--- config.mk ---
export PLATFORM = sky130hd
export DESIGN_NAME = capture_read_ctrl
export DESIGN_NICKNAME = d
export VERILOG_FILES = /design/src/rtl/capture_read_ctrl.sv
export SDC_FILE = /design/constraint.sdc
export NUM_CORES = 1
export LEC_CHECK = 0
export ABC_CLOCK_PERIOD_IN_PS = 2350
export CAP_MARGIN = 40
export CORE_MARGIN = 4
export CORE_UTILIZATION = 41
export CTS_BUF_LIST = sky130_fd_sc_hd__clkbuf_4
export DETAILED_ROUTE_END_ITERATION = 6
export GPL_TIMING_DRIVEN = 0
export HOLD_SLACK_MARGIN = 0.15
export PLACE_DENSITY = 0.67
export RECOVER_POWER = 50
export SYNTH_ARGS = -nofsm -noshare
export SYNTH_HDL_FRONTEND = slang
export SYNTH_SLANG_ARGS = --single-unit
--- constraint.sdc ---
create_clock -name clk_i -period 2.35 [get_ports clk_i]
set_clock_uncertainty 0.1 [all_clocks]
set_input_delay 0.3525 -clock clk_i [delete_from_list [all_inputs] [get_ports clk_i]]
set_output_delay 0.3525 -clock clk_i [all_outputs]
set_load 0.1 [all_outputs]
--- src/rtl/capture_read_ctrl.sv ---
// Triggered capture reader: drains a show-ahead FIFO, waits for a level
// crossing, then streams a fixed-length burst out through a valid/ready port.
//
// Ports:
//   clk_i, rst_i        : clock; asynchronous active-low reset
//   arm_i               : start pulse (IDLE only); latches trigger config
//   trig_rise_i         : 1 = rising crossing, 0 = falling crossing
//   trig_level_i        : unsigned threshold
//   capture_len_i       : burst length incl. trigger sample, 0 = 2^CNT_W
//   fifo_empty_i        : FIFO empty flag
//   fifo_data_i         : FIFO head data
//   fifo_inc_o          : FIFO pop strobe
//   out_data_o          : registered output sample
//   out_valid_o         : output valid, held until out_ready_i
//   out_ready_i         : downstream accept
//   busy_o              : armed or capturing
//   done_o              : one-cycle completion pulse
module capture_read_ctrl #(
  parameter int DATA_W = 8,
  parameter int CNT_W  = 8
) (
  input  logic              clk_i,
  input  logic              rst_i,
  input  logic              arm_i,
  input  logic              trig_rise_i,
  input  logic [DATA_W-1:0] trig_level_i,
  input  logic [CNT_W-1:0]  capture_len_i,
  input  logic              fifo_empty_i,
  input  logic [DATA_W-1:0] fifo_data_i,
  output logic              fifo_inc_o,
  output logic [DATA_W-1:0] out_data_o,
  output logic              out_valid_o,
  input  logic              out_ready_i,
  output logic              busy_o,
  output logic              done_o
);

  typedef enum logic [1:0] {
    S_IDLE,
    S_ARMED,
    S_CAPT,
    S_DONE
  } state_e;

  state_e            state_q, state_d;
  logic              rise_q, rise_d;
  logic [DATA_W-1:0] level_q, level_d;
  logic [CNT_W-1:0]  len_q, len_d;
  logic [DATA_W-1:0] prev_q, prev_d;
  logic              prev_valid_q, prev_valid_d;
  logic [CNT_W-1:0]  count_q, count_d;
  logic [DATA_W-1:0] out_data_q, out_data_d;
  logic              out_valid_q, out_valid_d;

  logic pop;
  logic rise_hit;
  logic fall_hit;
  logic trig;

  assign rise_hit = prev_valid_q
                  & (prev_q < level_q)
                  & (fifo_data_i >= level_q);
  assign fall_hit = prev_valid_q
                  & (prev_q > level_q)
                  & (fifo_data_i <= level_q);
  assign trig = rise_q ? rise_hit : fall_hit;

  always_comb begin
    state_d      = state_q;
    rise_d       = rise_q;
    level_d      = level_q;
    len_d        = len_q;
    prev_d       = prev_q;
    prev_valid_d = prev_valid_q;
    count_d      = count_q;
    out_data_d   = out_data_q;
    out_valid_d  = out_valid_q;
    pop          = 1'b0;
    unique case (state_q)
      S_IDLE: begin
        pop = ~fifo_empty_i;
        if (arm_i) begin
          rise_d       = trig_rise_i;
          level_d      = trig_level_i;
          len_d        = capture_len_i;
          prev_valid_d = 1'b0;
          state_d      = S_ARMED;
        end
      end
      S_ARMED: begin
        pop = ~fifo_empty_i;
        if (pop) begin
          prev_d       = fifo_data_i;
          prev_valid_d = 1'b1;
          if (trig) begin
            out_data_d  = fifo_data_i;
            out_valid_d = 1'b1;
            count_d     = CNT_W'(1);
            state_d     = S_CAPT;
          end
        end
      end
      S_CAPT: begin
        // len 0 means 2^CNT_W: count wraps back to 0 on the last pop
        pop = ~fifo_empty_i
            & (~out_valid_q | out_ready_i)
            & (count_q != len_q);
        if (pop) begin
          out_data_d  = fifo_data_i;
          out_valid_d = 1'b1;
          count_d     = count_q + CNT_W'(1);
        end else if (~out_valid_q | out_ready_i) begin
          out_valid_d = 1'b0;
          if (count_q == len_q) state_d = S_DONE;
        end
      end
      S_DONE: begin
        state_d = S_IDLE;
      end
      default: state_d = S_IDLE;
    endcase
  end

  always_ff @(posedge clk_i or negedge rst_i) begin
    if (!rst_i) begin
      state_q      <= S_IDLE;
      rise_q       <= 1'b0;
      level_q      <= '0;
      len_q        <= '0;
      prev_q       <= '0;
      prev_valid_q <= 1'b0;
      count_q      <= '0;
      out_data_q   <= '0;
      out_valid_q  <= 1'b0;
    end else begin
      state_q      <= state_d;
      rise_q       <= rise_d;
      level_q      <= level_d;
      len_q        <= len_d;
      prev_q       <= prev_d;
      prev_valid_q <= prev_valid_d;
      count_q      <= count_d;
      out_data_q   <= out_data_d;
      out_valid_q  <= out_valid_d;
    end
  end

  assign fifo_inc_o  = pop & rst_i;
  assign out_data_o  = out_data_q;
  assign out_valid_o = out_valid_q;
  assign busy_o      = (state_q == S_ARMED) | (state_q == S_CAPT);
  assign done_o      = (state_q == S_DONE);

endmodule

==> results.sh, run 1 <==
export IMPL_status="complete, but fails checks"
export IMPL_violations="negative setup slack"
export IMPL_grt_pass1_vias=1994
export IMPL_cts_made_buffers=5
export IMPL_cp_arrival_ns=2.70
export IMPL_gp_congestion=0.8424
export IMPL_die_h_um=86.59
export IMPL_met1_usage_pct=22.38
export IMPL_drive_gt1_share_pct=37.42
export IMPL_final_hold_viol_count=0
export IMPL_port_buffers=41
export IMPL_synthArstFlopShare_pct=100.0
export IMPL_grtUsageMet2_pct=27.54
export IMPL_grt_max_degree=28
export IMPL_drt_iter0_drc=95
export IMPL_synth_most_common_cell="dfrtp_1"
export IMPL_crit_type="input port to flop"
export IMPL_drc=0
export IMPL_yosys_warnings=0
export IMPL_vias_per_cell=5.233
export IMPL_hold_slack_ns=0.1784
export IMPL_wl_um=5899
export IMPL_syn2layout_area_growth_pct=46.54
export IMPL_n_antenna_cell=0
export IMPL_power_density_nw_per_um2=1522
export IMPL_design_power_total_mw=5.650
export IMPL_via_count=1973
export IMPL_clk_latency_ns=0.37
export IMPL_ys_types=39
export IMPL_antenna_left=0
export IMPL_cp_end_kind="flop"
export IMPL_synth_area_leaders="dfrtp_1, mux2_2, ha_1"
export IMPL_grt_use_met3_pct=2.947
export IMPL_synth_top_cell_by_area="dfrtp_1"
export IMPL_max_freq_ghz=0.3932
export IMPL_setup_slack_ns=-0.1932
export IMPL_netlist_area_leader_share_pct=44.47
export IMPL_tns_ns=-2.509
export IMPL_p_leak_nw=1.695
export IMPL_first_pass_iters=4
export IMPL_rsz0062_at_grt="true"
export IMPL_grt_ovfl_total=0
export IMPL_row_count=28
export IMPL_grt_usage_pct=16.80
export IMPL_synth_area_per_cell_um2=11.46
export IMPL_synthCells=221
export IMPL_initial_core_util_pct=42.52
export IMPL_stdcell_area_um2=3711
export IMPL_post_drt_wl_per_cell_um=15.65
export IMPL_ys_flop_type="dfrtp_1"
export IMPL_num_nets_final=353
export IMPL_tritoncts="built"
export IMPL_die_x_um=86.59
export IMPL_cp_max_fo=6
export IMPL_clockRootBuffer="clkbuf_4"
export IMPL_grt_busiest_layer="met2"
export IMPL_cts_sinks=45
export IMPL_slew_violations=0
export IMPL_startpoint_type="input port"
export IMPL_yosys_top_cells_count="dfrtp_1, mux2_2, ha_1"
export IMPL_grt_pass1_wl_um=9839
export IMPL_cts_clk_slew_worst_paths_ns=0.12
export IMPL_relSlewSlack_pct=45.93
export IMPL_cts_htree_levels=2
export IMPL_syn_nets=273
export IMPL_ctsLongestPathBuffers=2
export IMPL_ys_seq_area_share_pct=44.47
export IMPL_setup_viol=18
export IMPL_hpwlAfterDp_um=4155
export IMPL_ios=42
export IMPL_maxCapViolations=0
export IMPL_place_area_um2=3294
export IMPL_ys_seq_elements=45
export IMPL_fp_dieArea_um2=7498
export IMPL_worst_pin_slew_ns=0.8081
export IMPL_fin_crit_sh_pct=108.2
export IMPL_hold_class="input port to flop"
export IMPL_core_area_um2=5956
export IMPL_synth_area_um2=2532
export IMPL_period_minus_slack_ns=2.543
export IMPL_antenna_found_initial=0
export IMPL_worstPathRequired_ns=2.51
export IMPL_peakVddDrop_mv=1.299
export IMPL_synth_edff_count=0
==> cell type report <==
class                   instances  area (um^2)
clock buffers                   7        52.55
inverters                      20        75.07
clock inverters                 1        3.754
repair buffers                 73        773.2
well taps                      75        93.84
fillers                       488         2245
plain buffers                   3        31.28
multi-input cells             153         1550
flip-flops and latches         45         1131
==> layout by cell type, fill, tap and decap left out, types with 7 or more instances in the layout <==
| cell | n |
|---|---|
| buf_4 | 16 |
| a21oi_1 | 9 |
| mux2_2 | 24 |
| inv_1 | 15 |
| clkbuf_4 | 7 |
| mux2_4 | 9 |
| dfrtp_1 | 43 |
| clkdlybuf4s50_1 | 34 |
| ha_1 | 17 |
| nand2_1 | 12 |
| buf_8 | 10 |
==> routing by layer <==
layer	vias up	part of all wire [%]
li1	967	-
met1	952	44
met2	47	50
met3	7	4.0
met4	0	1.4
met5	-	0
==> cell families after synthesis <==
logic type | Yosys count | synth area share, %
AO/OA/AOI/OAI | 39 | 12.75
AND/OR/NAND/NOR | 50 | 10.38
adder cells (fa/ha/maj) | 22 | 10.87
flip-flops | 45 | 44.47
multiplexers | 34 | 15.07
XOR/XNOR | 8 | 2.767
buffers and inverters | 23 | 3.706
==> registers in the layout, summed over array words and instances (netlist names) <==
register and cells:
len_q 8, state_q 2, prev_q 8, prev_valid_q 1, out_valid_o 1, level_q 8
count_q 8, out_data_o 8, rise_q 1
==> power by group <==
part,switching [mW],internal (mW),total (mW)
Combinational,2.10,1.77,3.87
Sequential,0.269,1.13,1.40
Clock,0.241,0.139,0.380
Total,2.61,3.04,5.65
==> critical path, stage by stage <==
cell and delay (ns):
clkdlybuf4s50_1 0.45, ha_1 0.35, a21oi_1 0.17, o21a_1 0.21, nand4_1 0.16, a31o_4 0.29
o22ai_4 0.24, buf_12 0.17, mux2_4 0.30
==> through the flow <==
step / util, % / worst slack (ns) / std cells
after global placement: 52.04 / -2.002 / 337
after floorplan: - / -0.2383 / 221
after CTS: 59.01 / -0.1523 / 366
final: 62.31 / -0.1932 / 377
after detailed placement: 55.32 / -0.6437 / 350
after global routing: 62.31 / -0.2610 / 377
==> final timing paths <==
kind / start / to / slack, ns / cells past startpoint
setup / recovery: fifo_data_i[7] / out_data_o[1] / -0.19 / 9
hold / removal: fifo_data_i[0] / prev_q[0] / 0.18 / 3
setup reg to reg: level_q[7] / out_data_o[1] / -0.14 / 9
hold reg to reg: level_q[3] / level_q[3] / 0.42 / 1
max in group asynchronous: rst_i / out_valid_o / 0.74 / 3
min in group asynchronous: rst_i / state_q[0] / 0.36 / 2
==> timing repair <==
item	CTS	global route
endpoints found under the hold margin	18	0
hold buffers	1	0
pin swaps	10	14
cloned	1	0
buffers inserted	7	11
setup endpoints to repair	20	37
resized for setup	20	34
Power figures use the tool's default switching activity.
==> run 2: changes to the inputs <==
--- a/config.mk
+++ b/config.mk
@@ -13,7 +13,7 @@
 export DETAILED_ROUTE_END_ITERATION = 6
 export GPL_TIMING_DRIVEN = 0
 export HOLD_SLACK_MARGIN = 0.15
-export PLACE_DENSITY = 0.67
+export PLACE_DENSITY_LB_ADDON = 0.08
 export RECOVER_POWER = 50
 export SYNTH_ARGS = -nofsm -noshare
 export SYNTH_HDL_FRONTEND = slang
==> run 2 against run 1 <==
The run still ends with negative setup slack left. Cell count fell by 1.1%. Critical path type unchanged. Clock power rose by 4%. Non-clock buffer count fell by 4. Combinational power fell by 3%. Worst hold slack improved by 0.13 ns. Final area fell by 1.8%. First-iteration DRC count fell by 51%. Via count fell by 1.1%. Die area did not move.
==> results.sh, run 2 (synthesis results as in run 1) <==
export IMPL_status="complete, but fails checks"
export IMPL_violations="negative setup slack"
export IMPL_rsz0062_at_grt="true"
export IMPL_setup_viol=17
export IMPL_crit_chain="clkdlybuf4s50_1 > ha_1 > nand4_1 > nor2_2 > nor2_1 > a2111oi_4 > o22ai_4 > buf_6 > a221o_1"
export IMPL_grt_pass1_vias=2067
export IMPL_combPwrFrac_pct=67.7
export IMPL_startpoint_type="input port"
export IMPL_p_leak_nw=1.651
export IMPL_antenna_found_initial=0
export IMPL_fin_crit_sh_pct=110.0
export IMPL_p_seq_share_pct=25.2
export IMPL_gp_congestion=0.7829
export IMPL_ios=42
export IMPL_power_density_nw_per_um2=1523
export IMPL_syn2layout_area_growth_pct=43.97
export IMPL_final_hold_viol_count=0
export IMPL_relSlewSlack_pct=46.17
export IMPL_cts_made_buffers=5
export IMPL_peakVddDrop_mv=1.425
export IMPL_antenna_left=0
export IMPL_via_count=1951
export IMPL_clockRootBuffer="clkbuf_4"
export IMPL_port_buffers=41
export IMPL_grt_usage_pct=17.56
export IMPL_die_h_um=86.59
export IMPL_vias_per_cell=5.231
export IMPL_critPathSlowestCell="clkdlybuf4s50_1"
export IMPL_die_x_um=86.59
export IMPL_cp_arrival_ns=2.74
export IMPL_dp_slack_ns=-0.7425
export IMPL_hold_slack_ns=0.3049
export IMPL_row_count=28
export IMPL_post_drt_wl_per_cell_um=15.86
export IMPL_tritoncts="built"
export IMPL_crit_path_start="fifo_data_i[3]"
export IMPL_ctsLongestPathBuffers=2
export IMPL_cts_htree_levels=2
export IMPL_cpPeakStageDelay_ns=0.47
export IMPL_drive_gt1_share_pct=35.57
export IMPL_stdcell_area_um2=3646
export IMPL_r2r_start="prev_q[5]"
export IMPL_p_switching_mw=2.565
export IMPL_cts_sinks=45
export IMPL_wl_um=5917
export IMPL_slew_violations=0
export IMPL_num_nets_final=349
export IMPL_grt_max_degree=33
export IMPL_period_minus_slack_ns=2.585
export IMPL_place_area_um2=3302
export IMPL_worstPathRequired_ns=2.50
export IMPL_core_area_um2=5956
export IMPL_initial_core_util_pct=42.52
export IMPL_final_cell_mix="dfrtp_1, clkdlybuf4s50_1, mux2_2, ha_1, inv_1"
export IMPL_grt_pass1_wl_um=10160
export IMPL_crit_family="compound AO/OA/AOI/OAI gates"
export IMPL_cts_clk_slew_worst_paths_ns=0.13
export IMPL_setup_slack_ns=-0.2352
export IMPL_power_internal_mw=2.986
export IMPL_worst_pin_slew_ns=0.8075
export IMPL_crit_type="input port to flop"
export IMPL_n_antenna_cell=0
export IMPL_fp_dieArea_um2=7498
export IMPL_drc=0
export IMPL_maxCapViolations=0
export IMPL_design_power_total_mw=5.551
export IMPL_power_frac_clock_pct=7.1
export IMPL_first_pass_iters=4
export IMPL_min_from="fifo_data_i[0]"
export IMPL_cp_max_fo=5
export IMPL_hold_class="input port to flop"
export IMPL_mostFrequentLayoutCell="dfrtp_1"
export IMPL_path_buf_inv=2
export IMPL_drt_iter0_drc=47
export IMPL_clk_latency_ns=0.36
export IMPL_cp_end_kind="flop"
export IMPL_max_freq_ghz=0.3868
export IMPL_grt_ovfl_total=0
export IMPL_sw_frac_of_total_pct=46.20
export IMPL_hpwlAfterDp_um=4311
## run 2: cell types whose count changed in the layout (fill, tap and decap cells not counted), sizes merged
cell and delta:
clkdlybuf4s50 +1, clkinv -1, dlygate4sd2 +1, clkbuf +1, dlymetal6s2s -2, buf -4
## run 2: timing repair
action	in CTS	in global routing
setup endpoints to repair	20	30
hold buffers	1	0
setup buffers	12	1
hold endpoints to repair	45	0
pin swaps	12	4
cloned	1	0
gates resized for setup	36	12
## run 2: power groups by stage
stage	clock [mW]	sequential (mW)	combinational (mW)
2_1_floorplan	0	1.90	1.74
3_3_place_gp	0	1.38	2.88
3_5_place_dp	0	1.39	3.29
4_1_cts	0.421	1.40	3.72
5_1_grt	0.456	1.45	4.03
6_report	0.396	1.40	3.76
## run 2: final timing paths
path / to / slack [ns] / depth (start not counted)
max: count_q[4] / -0.24 / 9
min: prev_q[0] / 0.30 / 3
max reg2reg: count_q[4] / -0.20 / 9
min reg2reg: level_q[2] / 0.42 / 1
max in group asynchronous: len_q[1] / 0.74 / 3
min in group asynchronous: state_q[0] / 0.31 / 2
## run 2: layer usage
metal	wire, um	track usage [%]	part of all wire, %	vias up
met3	240	3.422	4.1	9
met5	0	0	0	-
met2	2732	27.89	46	35
met4	97	5.807	1.6	0
met1	2846	24.12	48	958
li1	-	-	-	949
## run 2: area by class of cell
class | count | area [um^2]
Buffer | 3 | 31.28
Tap cell | 75 | 93.84
Multi-Input combinational cell | 153 | 1509
Sequential cell | 45 | 1132
Timing Repair Buffer | 69 | 744.5
Inverter | 20 | 75.07
Clock buffer | 8 | 60.06
Fill cell | 522 | 2310
## run 2: tightest hold or removal path: cells and delay by family
kind,cells,cell delay [ns]
buf+inv,1,0.25
compound gates,1,0.07
simple gates,1,0.06
## run 2: stage by stage
step / setup TNS (ns) / utilization (%) / instances
after floorplan: -0.2922 / - / 221
after global placement: -38.91 / 52.04 / 337
after detailed placement: -11.93 / 55.44 / 351
after CTS: -2.835 / 60.84 / 372
after global routing: -4.632 / 61.22 / 373
final: -3.064 / 61.22 / 373
==> run 3: changes to the inputs <==
--- a/config.mk
+++ b/config.mk
@@ -5,10 +5,10 @@
 export SDC_FILE = /design/constraint.sdc
 export NUM_CORES = 1
 export LEC_CHECK = 0
-export ABC_CLOCK_PERIOD_IN_PS = 2350
+export ABC_CLOCK_PERIOD_IN_PS = 2190
 export CAP_MARGIN = 40
 export CORE_MARGIN = 4
-export CORE_UTILIZATION = 41
+export CORE_UTILIZATION = 50
 export CTS_BUF_LIST = sky130_fd_sc_hd__clkbuf_4
 export DETAILED_ROUTE_END_ITERATION = 6
 export GPL_TIMING_DRIVEN = 0
==> constraint.sdc (replaced) <==
create_clock -name clk_i -period 2.19 [get_ports clk_i]
set_clock_uncertainty 0.1 [all_clocks]
set_input_delay 0.3285 -clock clk_i [delete_from_list [all_inputs] [get_ports clk_i]]
set_output_delay 0.3285 -clock clk_i [all_outputs]
set_load 0.1 [all_outputs]
==> run 3 against run 2 <==
The flow still finishes with violations (negative setup slack). Final area is 2.6% higher. Core utilization is 16 points higher. Combinational power is 12% higher. Global-route usage is 2.5 points higher. Critical path type is now flop to flop. Largest cell class unchanged. Highest routed layer unchanged.
==> results.sh, run 3 (synthesis results as in run 1) <==
export IMPL_violations="negative setup slack"
export IMPL_initial_core_util_pct=52.57
export IMPL_critPathSlowestCell="a221oi_4"
export IMPL_worst_pin_slew_ns=0.8089
export IMPL_setup_slack_ns=-0.3064
export IMPL_cts_clk_slew_worst_paths_ns=0.15
export IMPL_post_drt_wl_per_cell_um=16.64
export IMPL_dp_cells=343
export IMPL_grt_pass1_wl_um=9811
export IMPL_final_hold_viol_count=0
export IMPL_die_x_um=79.17
export IMPL_power_density_nw_per_um2=1669
export IMPL_drive_gt1_share_pct=39.67
export IMPL_row_count=25
export IMPL_grt_pass1_vias=2082
export IMPL_relSlewSlack_pct=46.07
export IMPL_p_leak_nw=1.664
export IMPL_drc=0
export IMPL_port_buffers=41
export IMPL_cts_sinks=45
export IMPL_final_cell_mix="dfrtp_1, clkdlybuf4s50_1, mux2_2, ha_1, inv_1"
export IMPL_fillers=337
export IMPL_drt_iter0_drc=116
export IMPL_r2r_cells=9
export IMPL_cp_max_fo=5
export IMPL_mostFrequentLayoutCell="dfrtp_1"
export IMPL_maxCapViolations=0
export IMPL_gp_congestion=0.8147
export IMPL_vias_per_cell=5.460
export IMPL_cp_arrival_ns=2.65
export IMPL_num_nets_final=351
export IMPL_clk_latency_ns=0.36
export IMPL_clockRootBuffer="clkbuf_4"
export IMPL_via_count=2004
export IMPL_fin_crit_sh_pct=114.0
export IMPL_setup_viol=20
export IMPL_crit_type="flop to flop"
export IMPL_crit_chain="inv_2 > ha_4 > a21o_1 > a21o_1 > a221oi_4 > a2111oi_4 > o22ai_4 > buf_6 > mux2_4"
export IMPL_antenna_found_initial=0
export IMPL_tritoncts="built"
export IMPL_cts_made_buffers=5
export IMPL_cp_end_kind="flop"
export IMPL_status="complete, but fails checks"
export IMPL_wl_um=6106
export IMPL_ctsLongestPathBuffers=2
export IMPL_fin_cells=367
export IMPL_hold_class="input port to asynchronous set/reset pin"
export IMPL_antenna_left=0
export IMPL_slew_violations=0
export IMPL_worstPathRequired_ns=2.34
export IMPL_max_freq_ghz=0.4006
export IMPL_peakVddDrop_mv=1.575
export IMPL_hpwlAfterDp_um=4222
export IMPL_startpoint_type="flop"
export IMPL_ios=42
export IMPL_design_power_total_mw=6.247
export IMPL_syn2layout_area_growth_pct=47.78
export IMPL_grt_max_degree=34
export IMPL_fp_dieArea_um2=6267
export IMPL_cpPeakStageDelay_ns=0.42
export IMPL_grt_usage_pct=20.11
export IMPL_cts_htree_levels=2
export IMPL_first_pass_iters=4
export IMPL_grt_ovfl_total=0
export IMPL_core_area_um2=4817
export IMPL_period_minus_slack_ns=2.496
export IMPL_rsz0062_at_grt="true"
export IMPL_die_h_um=79.17
export IMPL_n_antenna_cell=0
export IMPL_fin_util_pct=77.69
export IMPL_cp_common_cell="a21o_1"
## run 3: cell types whose count changed in the layout (fill, tap and decap cells not counted), moves of 2 or more
cell / before / now
buf_4: 10 / 14
nand2_1: 12 / 10
ha_1: 19 / 17
ha_4: 3 / 5
nor2_1: 4 / 2
nand2_2: 0 / 2
xor2_2: 4 / 6
xor2_1: 4 / 2
clkbuf_4: 8 / 5
## run 3: final timing paths
check                               startpoint            end  slack, ns
worst max register to register      level_q[5]  out_data_o[5]      -0.31
worst min-delay path                     rst_i       len_q[0]       0.26
worst max-delay path                level_q[5]  out_data_o[5]      -0.31
worst min register to register      level_q[6]     level_q[6]       0.42
min in group clk_i              fifo_data_i[7]      prev_q[7]       0.36
max in group asynchronous                rst_i     state_q[1]       0.60
## run 3: area by class of cell
type | count | area (um^2) | share of cell area (%)
Inverter | 20 | 75.07 | 2.006
Tap cell | 67 | 83.83 | 2.240
Buffer | 3 | 31.28 | 0.8358
Clock buffer | 5 | 37.54 | 1.003
Sequential cell | 45 | 1132 | 30.26
Timing Repair Buffer | 71 | 739.5 | 19.76
Clock inverter | 3 | 41.29 | 1.103
Multi-Input combinational cell | 153 | 1602 | 42.80
## run 3: timing repair
item / 4_1_cts / 5_1_grt
setup buffers: 11 / 4
pin swaps: 11 / 7
endpoints found under the hold margin: 45 / 0
gates resized for setup: 38 / 15
setup endpoints to repair: 32 / 21
hold buffers: 1 / 0
gates cloned: 1 / 0
## run 3: critical path, delay by kind of cell, from the launching register on
kind                       cells  cell delay (ns)
AOI/OAI and AO/OA              5             1.12
adders and majority gates      1             0.20
DFF                            1             0.41
buffers and inverters          2             0.26
muxes                          1             0.30
## run 3: per-stage QoR
| stage | cell area, um^2 | hold WS, ns | worst slack (ns) | setup TNS, ns |
|---|---|---|---|---|
| after floorplan | 2624 | -0.06709 | -0.3743 | -2.427 |
| after global placement | 3118 | 0.3885 | -2.100 | -45.04 |
| after detailed placement | 3321 | 0.1509 | -0.9021 | -16.35 |
| after CTS | 3641 | 0.2706 | -0.2794 | -4.208 |
| after global routing | 3742 | 0.2582 | -0.4522 | -7.416 |
| final | 3742 | 0.2635 | -0.3064 | -4.953 |
## run 3: power by group
part / internal (mW) / switching (mW)
Combinational: 1.90 / 2.32
Sequential: 1.22 / 0.301
Clock: 0.237 / 0.276
## run 3: per-layer routing
layer	share of wire, %	vias up	track usage [%]
li1	-	956	-
met1	41	976	25.38
met2	52	59	34.68
met3	4.3	13	2.948
met4	2.0	0	7.732
met5	0	-	0
